File: config.mk
export PLATFORM = sky130hd
export DESIGN_NAME = maple_data_encoder_flat
export DESIGN_NICKNAME = d
export VERILOG_FILES = /design/src/rtl/maple_data_encoder_if.sv /design/src/rtl/maple_data_encoder.sv /design/src/flat_wrapper.sv
export SDC_FILE = /design/constraint.sdc
export NUM_CORES = 1
export LEC_CHECK = 0
export ABC_AREA = 1
export CAP_MARGIN = 25
export CORE_ASPECT_RATIO = 1.5
export CORE_UTILIZATION = 50
export CTS_BUF_LIST = sky130_fd_sc_hd__clkbuf_2
export CTS_CLUSTER_SIZE = 10
export DETAILED_ROUTE_END_ITERATION = 7
export GPL_TIMING_DRIVEN = 0
export PLACE_DENSITY = 0.7
export RECOVER_POWER = 25
export SYNTH_ARGS = -nofsm -noshare
export SYNTH_HDL_FRONTEND = slang
export SYNTH_SLANG_ARGS = --single-unit
File: constraint.sdc
create_clock -name clk -period 2.54 [get_ports clk]
set_clock_uncertainty 0.1 [all_clocks]
set_input_delay 0.381 -clock clk [delete_from_list [all_inputs] [get_ports clk]]
set_output_delay 0.381 -clock clk [all_outputs]
set_load 0.005 [all_outputs]
File: src/rtl/maple_data_encoder_if.sv
// Byte-stream and two-wire line bundle between the packet builder, the Maple
// encoder and the pad drivers.
interface maple_data_encoder_if;
    logic [7:0] in_data;
    logic       in_last;
    logic       in_valid;
    logic       in_ready;
    logic       sdcka_out;
    logic       sdckb_out;
    logic       drive_en;
    logic       busy;

    modport master (
        output in_data, in_last, in_valid,
        input  in_ready, sdcka_out, sdckb_out, drive_en, busy
    );

    modport slave (
        input  in_data, in_last, in_valid,
        output in_ready, sdcka_out, sdckb_out, drive_en, busy
    );
endinterface

File: src/rtl/maple_data_encoder.sv
// Maple bus transmitter: frames bytes as start pattern, MSB-first phase-1/phase-2
// data bits and end pattern on SDCKA/SDCKB, each level held for TICKS clocks.
module maple_data_encoder #(
    parameter int TICKS = 4,
    parameter int CNT_W = 16
) (
    input  logic clk,
    input  logic reset,
    maple_data_encoder_if.slave bus
);
    typedef enum logic [2:0] {IDLE, START, DATA, WAIT, END} state_t;

    localparam logic [CNT_W-1:0] LAST_TICK = CNT_W'(TICKS - 1);

    state_t           state, state_n;
    logic [CNT_W-1:0] tick, tick_n;
    logic [3:0]       step, step_n;
    logic [2:0]       bit_idx, bit_idx_n;
    logic [1:0]       sub, sub_n;
    logic [7:0]       data_q, data_n;
    logic             last, last_n;
    logic             a, a_n, b, b_n;
    logic             drive, drive_n, busy_q, busy_n, ready, ready_n;
    logic             step_wrap, transfer;

    // Start: A low, then B toggles 0/1 four times, then A back high.
    function automatic logic [1:0] start_level(input logic [3:0] s);
        logic [1:0] lv;
        if (s == 4'd0)      lv = 2'b01;
        else if (s == 4'd9) lv = 2'b11;
        else                lv = {1'b0, ~s[0]};
        return lv;
    endfunction

    // Odd bit indices: B carries the bit, A is the clock; even: the reverse.
    function automatic logic [1:0] data_level(input logic [2:0] idx, input logic [1:0] ph,
                                              input logic val);
        logic [1:0] lv;
        if (idx[0]) begin
            case (ph)
                2'd0:    lv = {1'b1, val};
                2'd1:    lv = {1'b0, val};
                default: lv = 2'b01;
            endcase
        end else begin
            case (ph)
                2'd0:    lv = {val, 1'b1};
                2'd1:    lv = {val, 1'b0};
                default: lv = 2'b10;
            endcase
        end
        return lv;
    endfunction

    function automatic logic [1:0] end_level(input logic [3:0] s);
        logic [1:0] lv;
        if (s == 4'd4) lv = 2'b11;
        else           lv = {s[0], 1'b0};
        return lv;
    endfunction

    assign step_wrap = (tick == LAST_TICK);
    assign transfer  = bus.in_valid & ready;

    always_ff @(posedge clk) begin
        if (reset) begin
            state   <= IDLE;
            tick    <= '0;
            step    <= '0;
            bit_idx <= '0;
            sub     <= '0;
            data_q  <= '0;
            last    <= 1'b0;
            a       <= 1'b1;
            b       <= 1'b1;
            drive   <= 1'b0;
            busy_q  <= 1'b0;
            ready   <= 1'b1;
        end else begin
            state   <= state_n;
            tick    <= tick_n;
            step    <= step_n;
            bit_idx <= bit_idx_n;
            sub     <= sub_n;
            data_q  <= data_n;
            last    <= last_n;
            a       <= a_n;
            b       <= b_n;
            drive   <= drive_n;
            busy_q  <= busy_n;
            ready   <= ready_n;
        end
    end

    always_comb begin
        state_n   = state;
        tick_n    = tick;
        step_n    = step;
        bit_idx_n = bit_idx;
        sub_n     = sub;
        data_n    = data_q;
        last_n    = last;
        a_n       = a;
        b_n       = b;
        drive_n   = drive;
        busy_n    = busy_q;
        ready_n   = ready;
        if (state == START || state == DATA || state == END)
            tick_n = step_wrap ? '0 : tick + CNT_W'(1);
        case (state)
            IDLE: if (transfer) begin
                data_n     = bus.in_data;
                last_n     = bus.in_last;
                state_n    = START;
                step_n     = '0;
                tick_n     = '0;
                {a_n, b_n} = start_level(4'd0);
                drive_n    = 1'b1;
                busy_n     = 1'b1;
                ready_n    = 1'b0;
            end
            START: if (step_wrap) begin
                if (step == 4'd9) begin
                    state_n    = DATA;
                    bit_idx_n  = 3'd7;
                    sub_n      = 2'd0;
                    {a_n, b_n} = data_level(3'd7, 2'd0, data_q[7]);
                end else begin
                    step_n     = step + 4'd1;
                    {a_n, b_n} = start_level(step + 4'd1);
                end
            end
            DATA: if (step_wrap) begin
                if (sub != 2'd2) begin
                    sub_n      = sub + 2'd1;
                    {a_n, b_n} = data_level(bit_idx, sub + 2'd1, data_q[bit_idx]);
                end else if (bit_idx != 3'd0) begin
                    bit_idx_n  = bit_idx - 3'd1;
                    sub_n      = 2'd0;
                    {a_n, b_n} = data_level(bit_idx - 3'd1, 2'd0, data_q[bit_idx - 3'd1]);
                end else if (last) begin
                    state_n    = END;
                    step_n     = '0;
                    {a_n, b_n} = end_level(4'd0);
                end else begin
                    // Lines already rest at A=1,B=0 after a phase-2 bit.
                    state_n = WAIT;
                    ready_n = 1'b1;
                end
            end
            WAIT: if (transfer) begin
                data_n     = bus.in_data;
                last_n     = bus.in_last;
                state_n    = DATA;
                bit_idx_n  = 3'd7;
                sub_n      = 2'd0;
                tick_n     = '0;
                {a_n, b_n} = data_level(3'd7, 2'd0, bus.in_data[7]);
                ready_n    = 1'b0;
            end
            END: if (step_wrap) begin
                if (step == 4'd4) begin
                    state_n = IDLE;
                    a_n     = 1'b1;
                    b_n     = 1'b1;
                    drive_n = 1'b0;
                    busy_n  = 1'b0;
                    ready_n = 1'b1;
                end else begin
                    step_n     = step + 4'd1;
                    {a_n, b_n} = end_level(step + 4'd1);
                end
            end
            default: state_n = IDLE;
        endcase
    end

    assign bus.in_ready  = ready;
    assign bus.sdcka_out = a;
    assign bus.sdckb_out = b;
    assign bus.drive_en  = drive;
    assign bus.busy      = busy_q;
endmodule

File: src/flat_wrapper.sv
// flat-port wrapper written by rule: the top's interface ports become plain ports
module maple_data_encoder_flat 
#(
    parameter int TICKS = 4,
    parameter int CNT_W = 16
)
  (clk, reset, bus_in_data, bus_in_last, bus_in_valid, bus_in_ready, bus_sdcka_out, bus_sdckb_out, bus_drive_en, bus_busy);
  maple_data_encoder_if bus_i ();
  input  logic clk;
  input  logic reset;
  input wire logic [$bits(bus_i.in_data)-1:0] bus_in_data;
  input wire logic [$bits(bus_i.in_last)-1:0] bus_in_last;
  input wire logic [$bits(bus_i.in_valid)-1:0] bus_in_valid;
  output wire logic [$bits(bus_i.in_ready)-1:0] bus_in_ready;
  output wire logic [$bits(bus_i.sdcka_out)-1:0] bus_sdcka_out;
  output wire logic [$bits(bus_i.sdckb_out)-1:0] bus_sdckb_out;
  output wire logic [$bits(bus_i.drive_en)-1:0] bus_drive_en;
  output wire logic [$bits(bus_i.busy)-1:0] bus_busy;
  assign bus_i.in_data = bus_in_data;
  assign bus_i.in_last = bus_in_last;
  assign bus_i.in_valid = bus_in_valid;
  assign bus_in_ready = bus_i.in_ready;
  assign bus_sdcka_out = bus_i.sdcka_out;
  assign bus_sdckb_out = bus_i.sdckb_out;
  assign bus_drive_en = bus_i.drive_en;
  assign bus_busy = bus_i.busy;
  maple_data_encoder #(.TICKS(TICKS), .CNT_W(CNT_W)) u_core (.clk(clk), .reset(reset), .bus(bus_i));
endmodule
# Word level (Yosys, flattened, before mapping)
# Cells that the tools add are included.
[totals]
ff_bits = 41
wordCells = 147
[classes]
add_sub_neg = 4
n_lt_le_gt_ge = 2
eq_ne = 28
n_mux = 80
bitwise_logic = 2
n_reduce_logical = 20
[op_table]
columns = ["cell", "count"]
rows = [
  ["$mux 16", 4],
  ["$mux 3", 16],
  ["$mux 4", 9],
  ["$mux 1", 28],
  ["$mux 2", 11],
  ["$ne 2x2->1 const B", 9],
  ["$add 16x1->16 const B", 1],
  ["$eq 16x2->1 const B", 1],
  ["$pmux 4 s4", 1],
  ["$pmux 3 s5", 1],
  ["$ne 2x1->1 const B", 7],
  ["$reduce_and 7->1", 2],
  ["$pmux 1 s5", 2],
  ["$reduce_and 10->1", 1],
  ["$pmux 3 s3", 1],
  ["$reduce_and 9->1", 1],
  ["$reduce_bool 3->1", 3],
  ["$eq 4x3->1 const B", 2],
  ["$eq 4x4->1 const B", 2],
  ["$lt 3x4->1 const B", 2],
  ["$pmux 2 s2", 2],
  ["$reduce_and 8->1", 1],
  ["$bmux 1 s3", 2],
  ["$eq 3x2->1 const B", 2],
  ["24 further kinds", 25],
]

# Logic depth before layout (Yosys ltp)
[depth]
ltp_word = 8
ltp_mapped = 14

# Least setup slack after synthesis
# No wires, ideal clock.
[synth_timing]
path_kind = "register -> register"
startpoint = "reg u_core.bit_idx[0]"
endpoint = "reg u_core.a (netlist: u_core.bus.sdcka_out)"
setup_time_ns = 0.115
t_arrival_ns = 1.700
required_time_ns = 2.325
path_slack_ns = 0.626
path_stages_with_launch = 15
synth_period_minus_slack_ns = 1.914
cell_sequence = "dfxtp_1 > buf_2 > clkinv_1 > ha_1 > inv_1 > o211ai_1 > nand2_1 > o21ai_0 > nand2_1 > nand2_1 > nand2_1 > nand2_1 > nand2_1 > nand2_1 > nand2_1"
[synth_between]
elab_chain_cells = 8
word_cells_on_any_way = 15
[synth_lines]
columns = ["item", "line_no", "source"]
rows = [
  ["from (decl)", "maple_data_encoder.sv:18", "logic [2:0] bit_idx, bit_idx_n;"],
  ["from (signal assigned)", "maple_data_encoder.sv:83", "bit_idx <= bit_idx_n;"],
  ["$sub 3x1->3", "maple_data_encoder.sv:140", "{a_n, b_n} = data_level(bit_idx - 3'd1, 2'd0, data_q[bit_idx - 3'd1]);"],
  ["$bmux 1 s3", "maple_data_encoder.sv:140", ""],
  ["$mux 1 (not written as such)", "maple_data_encoder.sv:140", ""],
  ["$mux 2", "maple_data_encoder.sv:39", "if (idx[0]) begin"],
  ["$mux 1", "maple_data_encoder.sv:137", "end else if (bit_idx != 3'd0) begin"],
  ["$mux 1", "maple_data_encoder.sv:134", "if (sub != 2'd2) begin"],
  ["$mux 1", "maple_data_encoder.sv:133", "DATA: if (step_wrap) begin"],
  ["$pmux 1 s5", "maple_data_encoder.sv:110", "case (state)"],
  ["to (signal assigned)", "maple_data_encoder.sv:87", "a <= a_n;"],
  ["to (decl)", "maple_data_encoder.sv:22", "logic a, a_n, b, b_n;"],
]
# Parallel ways exist; a longest one is shown, timed or not. The select of a mux whose other input is x is not followed.
# A chain may end at the register's enable or synchronous reset.

# Final worst setup path
# Same ends and word-level chain as after synthesis.

==> summary.md <==
| Metric | Value |
|---|---|
| Asr flop ratio synth | `0` |
| Detailed-route wire length | `6340 µm` |
| DRC violations left | `0` |
| Row cnt | `31` |
| DRT Pass-1 Iters | `4` |
| GP Congestion | `0.946` |
| Worst Setup End Kind | `flop` |
| CTS Sinks | `41` |
| Warnings from Yosys | `0` |
| PostCTS Resize Cnt | `0` |
| R2R Setup Slk | `0.30 ns` |
| Fin nets | `443` |
| EDFF count, synth | `0` |
| Syn nets | `420` |
| DRT iter0 DRCs | `171` |
| Reg2Reg Depth | `14` |
| Max stage delay on crit path | `0.41 ns` |
| Max Cap Viol | `0` |
| Post-synthesis register bit count | `41` |
| Synth area leader | `dfxtp_1` |
| Share of the synthesized area in the top cell type | `0.314` |
| Lkg Pwr | `1.23 nW` |
| Gate Count Post-Synth | `397` |
| Post-CTS Hold Fix Bufs | `0` |
| Synth top area cells | `dfxtp_1 31%, nand2_1 10%, inv_1 7.5%, o21ai_0 6.9%, a21oi_1 6.7%` |
| HPWL Detailed | `5020 µm` |
| Layout Utilization | `0.585` |
| Worst flop-to-flop path startpoint | `u_core.bit_idx[0]` |
| CTS tree | `built` |
| Slew HR | `0.642` |
| Final setup TNS | `0 ns` |
| VDD IR max | `507 µV` |
| Status | `finished clean` |
| Commonest cells in the netlist | `72 x nand2_1, 52 x inv_1, 43 x nor2_1, 41 x dfxtp_1, 36 x o21ai_0` |
| Die span in x | `61.0 µm` |
| Hold Path End | `u_core.data_q[5]` |
| Distinct cells, synth | `33` |
| Final Max Tran Viols | `0` |
| Postcts setup bufs | `0` |
| Synth-to-Final Area Change | `10.4%` |
| Met2 Resource Use GR | `0.454` |
| Die Y | `90.5 µm` |
| Synthesized area per cell | `6.57 µm²` |
| Setup violators final | `0` |
| Via count | `2559` |
| Clk buf depth | `2` |
| F_max | `446 MHz` |
| CP required | `2.77 ns` |
| Root buf cell | `clkbuf_2` |
| GR Overflow Total | `0` |
| Final Hold Viols | `0` |
| GR peak layer | `met2` |
| Actual slew at the worst max-slew pin | `0.535 ns` |
| Routed length per instance | `13.0 µm` |
| Number of global-route vias before repair | `2506` |
| Hold path depth | `2` |
| Main flop type after synthesis | `dfxtp_1` |
| PD cells | `1030 nW/µm²` |
| Sequential area share after synthesis | `0.314` |
| Worst hold start | `u_core.data_q[5]` |
| ANT cells | `0` |
| Reg2reg end | `u_core.bus.sdcka_out` |
| Setup crit start kind | `flop` |
| First-pass GRT wire length | `10700 µm` |
| Clock Latency Late Sink | `0.42 ns` |
| Post-route ant nets | `0` |
| Worst Path Max Fanout | `10` |
| Top-count cell post-synth | `nand2_1` |
| Initial antenna violation count | `0` |
| CP Cell Sequence | `buf_2 -> clkinvlp_4 -> ha_1 -> inv_1 -> o211ai_1 -> nand2_1 -> o21ai_0 -> nand2_1 -> nand2_1 -> nand2_1 -> nand2_1 -> nand2_1 -> nand2_1 -> nand2_1` |
| Met3 Track Usage GR | `0.0530` |
| Mapped Area | `2610 µm²` |
| Fin crit period | `2.24 ns` |
| Final cycle utilization of the critical path | `0.883` |
| Slowest cell on the critical path | `ha_1` |
| Hold Path Class | `flop to flop` |
| H-tree depth | `2` |
| Die Area | `5520 µm²` |
| Largest net degree at the start of global routing | `13` |
| Met1 Resource Use GR | `0.260` |
| Core area | `4930 µm²` |
| Drt via density | `5.25` |
| RSZ-0062 raised after global routing | `false` |
| WHS | `0.384 ns` |
| Worst-path clk slew | `0.20 ns` |
| Crit Path Category | `flop to flop` |
| Share of layout cells above drive strength 1 | `0.0831` |
| CTS Buf Count | `5` |
| Overall routing resource usage | `0.256` |
| Port Buffers | `16` |
| Worst Path Arrival | `2.48 ns` |
| Initial core utilization | `0.530` |
| Io pins | `17` |
| CP most frequent cell | `nand2_1` |
how the worst max path moves through the flow:
stage                            to               from  slack [ns]
2_1_floorplan  u_core.bus.sdcka_out  u_core.bit_idx[0]        0.63
3_3_place_gp   u_core.bus.sdcka_out  u_core.bit_idx[0]        0.30
3_5_place_dp   u_core.bus.sdcka_out  u_core.bit_idx[0]        0.28
4_1_cts        u_core.bus.sdcka_out  u_core.bit_idx[0]        0.24
5_1_grt        u_core.bus.sdcka_out  u_core.bit_idx[0]        0.03
6_report       u_core.bus.sdcka_out  u_core.bit_idx[0]        0.30
registers in the layout, summed over array words and instances (netlist names):
| register | flops |
|---|---|
| u_core.tick | 16 |
| u_core.state | 3 |
| u_core.bit_idx | 3 |
| u_core.bus.busy | 1 |
| u_core.sub | 2 |
| u_core.step | 4 |
| u_core.last | 1 |
| u_core.data_q | 8 |
| u_core.bus.sdcka_out | 1 |
| u_core.bus.sdckb_out | 1 |
| u_core.bus.in_ready | 1 |
worst max-delay path: cells and delay by family, from the launching register on:
kind,cells,cell delay (ns)
compound gates,2,0.33
simple gates,8,0.50
fa+ha+maj,1,0.41
flops,1,0.35
buf+inv,3,0.49
logic make-up (layout without fill, tap and decap cells):
| logic type | Yosys count | in the layout | share of synthesized area |
|---|---|---|---|
| adder cells (fa/ha/maj) | 11 | 11 | 0.0527 |
| buffers and inverters | 67 | 91 | 0.0992 |
| XOR/XNOR | 6 | 6 | 0.0201 |
| flip-flops | 41 | 41 | 0.314 |
| AO/OA/AOI/OAI | 82 | 82 | 0.170 |
| AND/OR/NAND/NOR | 190 | 190 | 0.344 |
layout make-up:
| cell class | instances | area, µm² |
|---|---|---|
| plain buffers | 6 | 30.0 |
| clock buffers | 5 | 25.0 |
| clock inverters | 3 | 12.5 |
| fillers | 530 | 2040 |
| inverters | 61 | 233 |
| multi-input cells | 289 | 1520 |
| flip-flops and latches | 41 | 821 |
| well taps | 66 | 82.6 |
| repair buffers | 16 | 160 |
layer usage:
metal,up-vias,part of all wire
met4,0,0.055
met1,1132,0.41
met3,25,0.027
met2,55,0.51
li1,1347,-
met5,-,0
through the flow:
| stage | power [W] | worst slack [ns] | area [µm²] | std cells |
|---|---|---|---|---|
| after floorplan | 0.00226 | 0.626 | 2610 | 397 |
| after global placement | 0.00270 | 0.295 | 2850 | 479 |
| after detailed placement | 0.00273 | 0.279 | 2850 | 479 |
| after CTS | 0.00301 | 0.245 | 2890 | 487 |
| after global routing | 0.00328 | 0.0267 | 2880 | 487 |
| final | 0.00298 | 0.296 | 2880 | 487 |
placed cells by master (no fill, tap or decap), types with 2 or more instances in the layout:
cell,Yosys,routed
nor2_4,6,5
nand4_1,8,8
clkbuf_2,0,5
a21oi_1,35,35
o211ai_1,5,5
nand2_2,5,4
dlygate4sd3_1,0,5
inv_1,52,53
nand3_1,35,35
nand2_1,72,73
o21ai_0,36,36
clkinv_1,2,3
ha_1,11,11
clkdlybuf4s50_1,0,11
dfxtp_1,41,41
nor2_1,43,45
nand2_4,3,3
nor3_1,11,11
clkbuf_1,2,2
inv_2,7,6
buf_2,3,3
xor2_1,5,5
power by group:
part           switching [W]  internal (W)  leakage, nW
Clock               0.000217     0.0000603       0.0278
Combinational        0.00117      0.000596        0.862
Sequential          0.000135      0.000798        0.335
Total                0.00153       0.00145         1.23
Power figures use the tool's default switching activity.
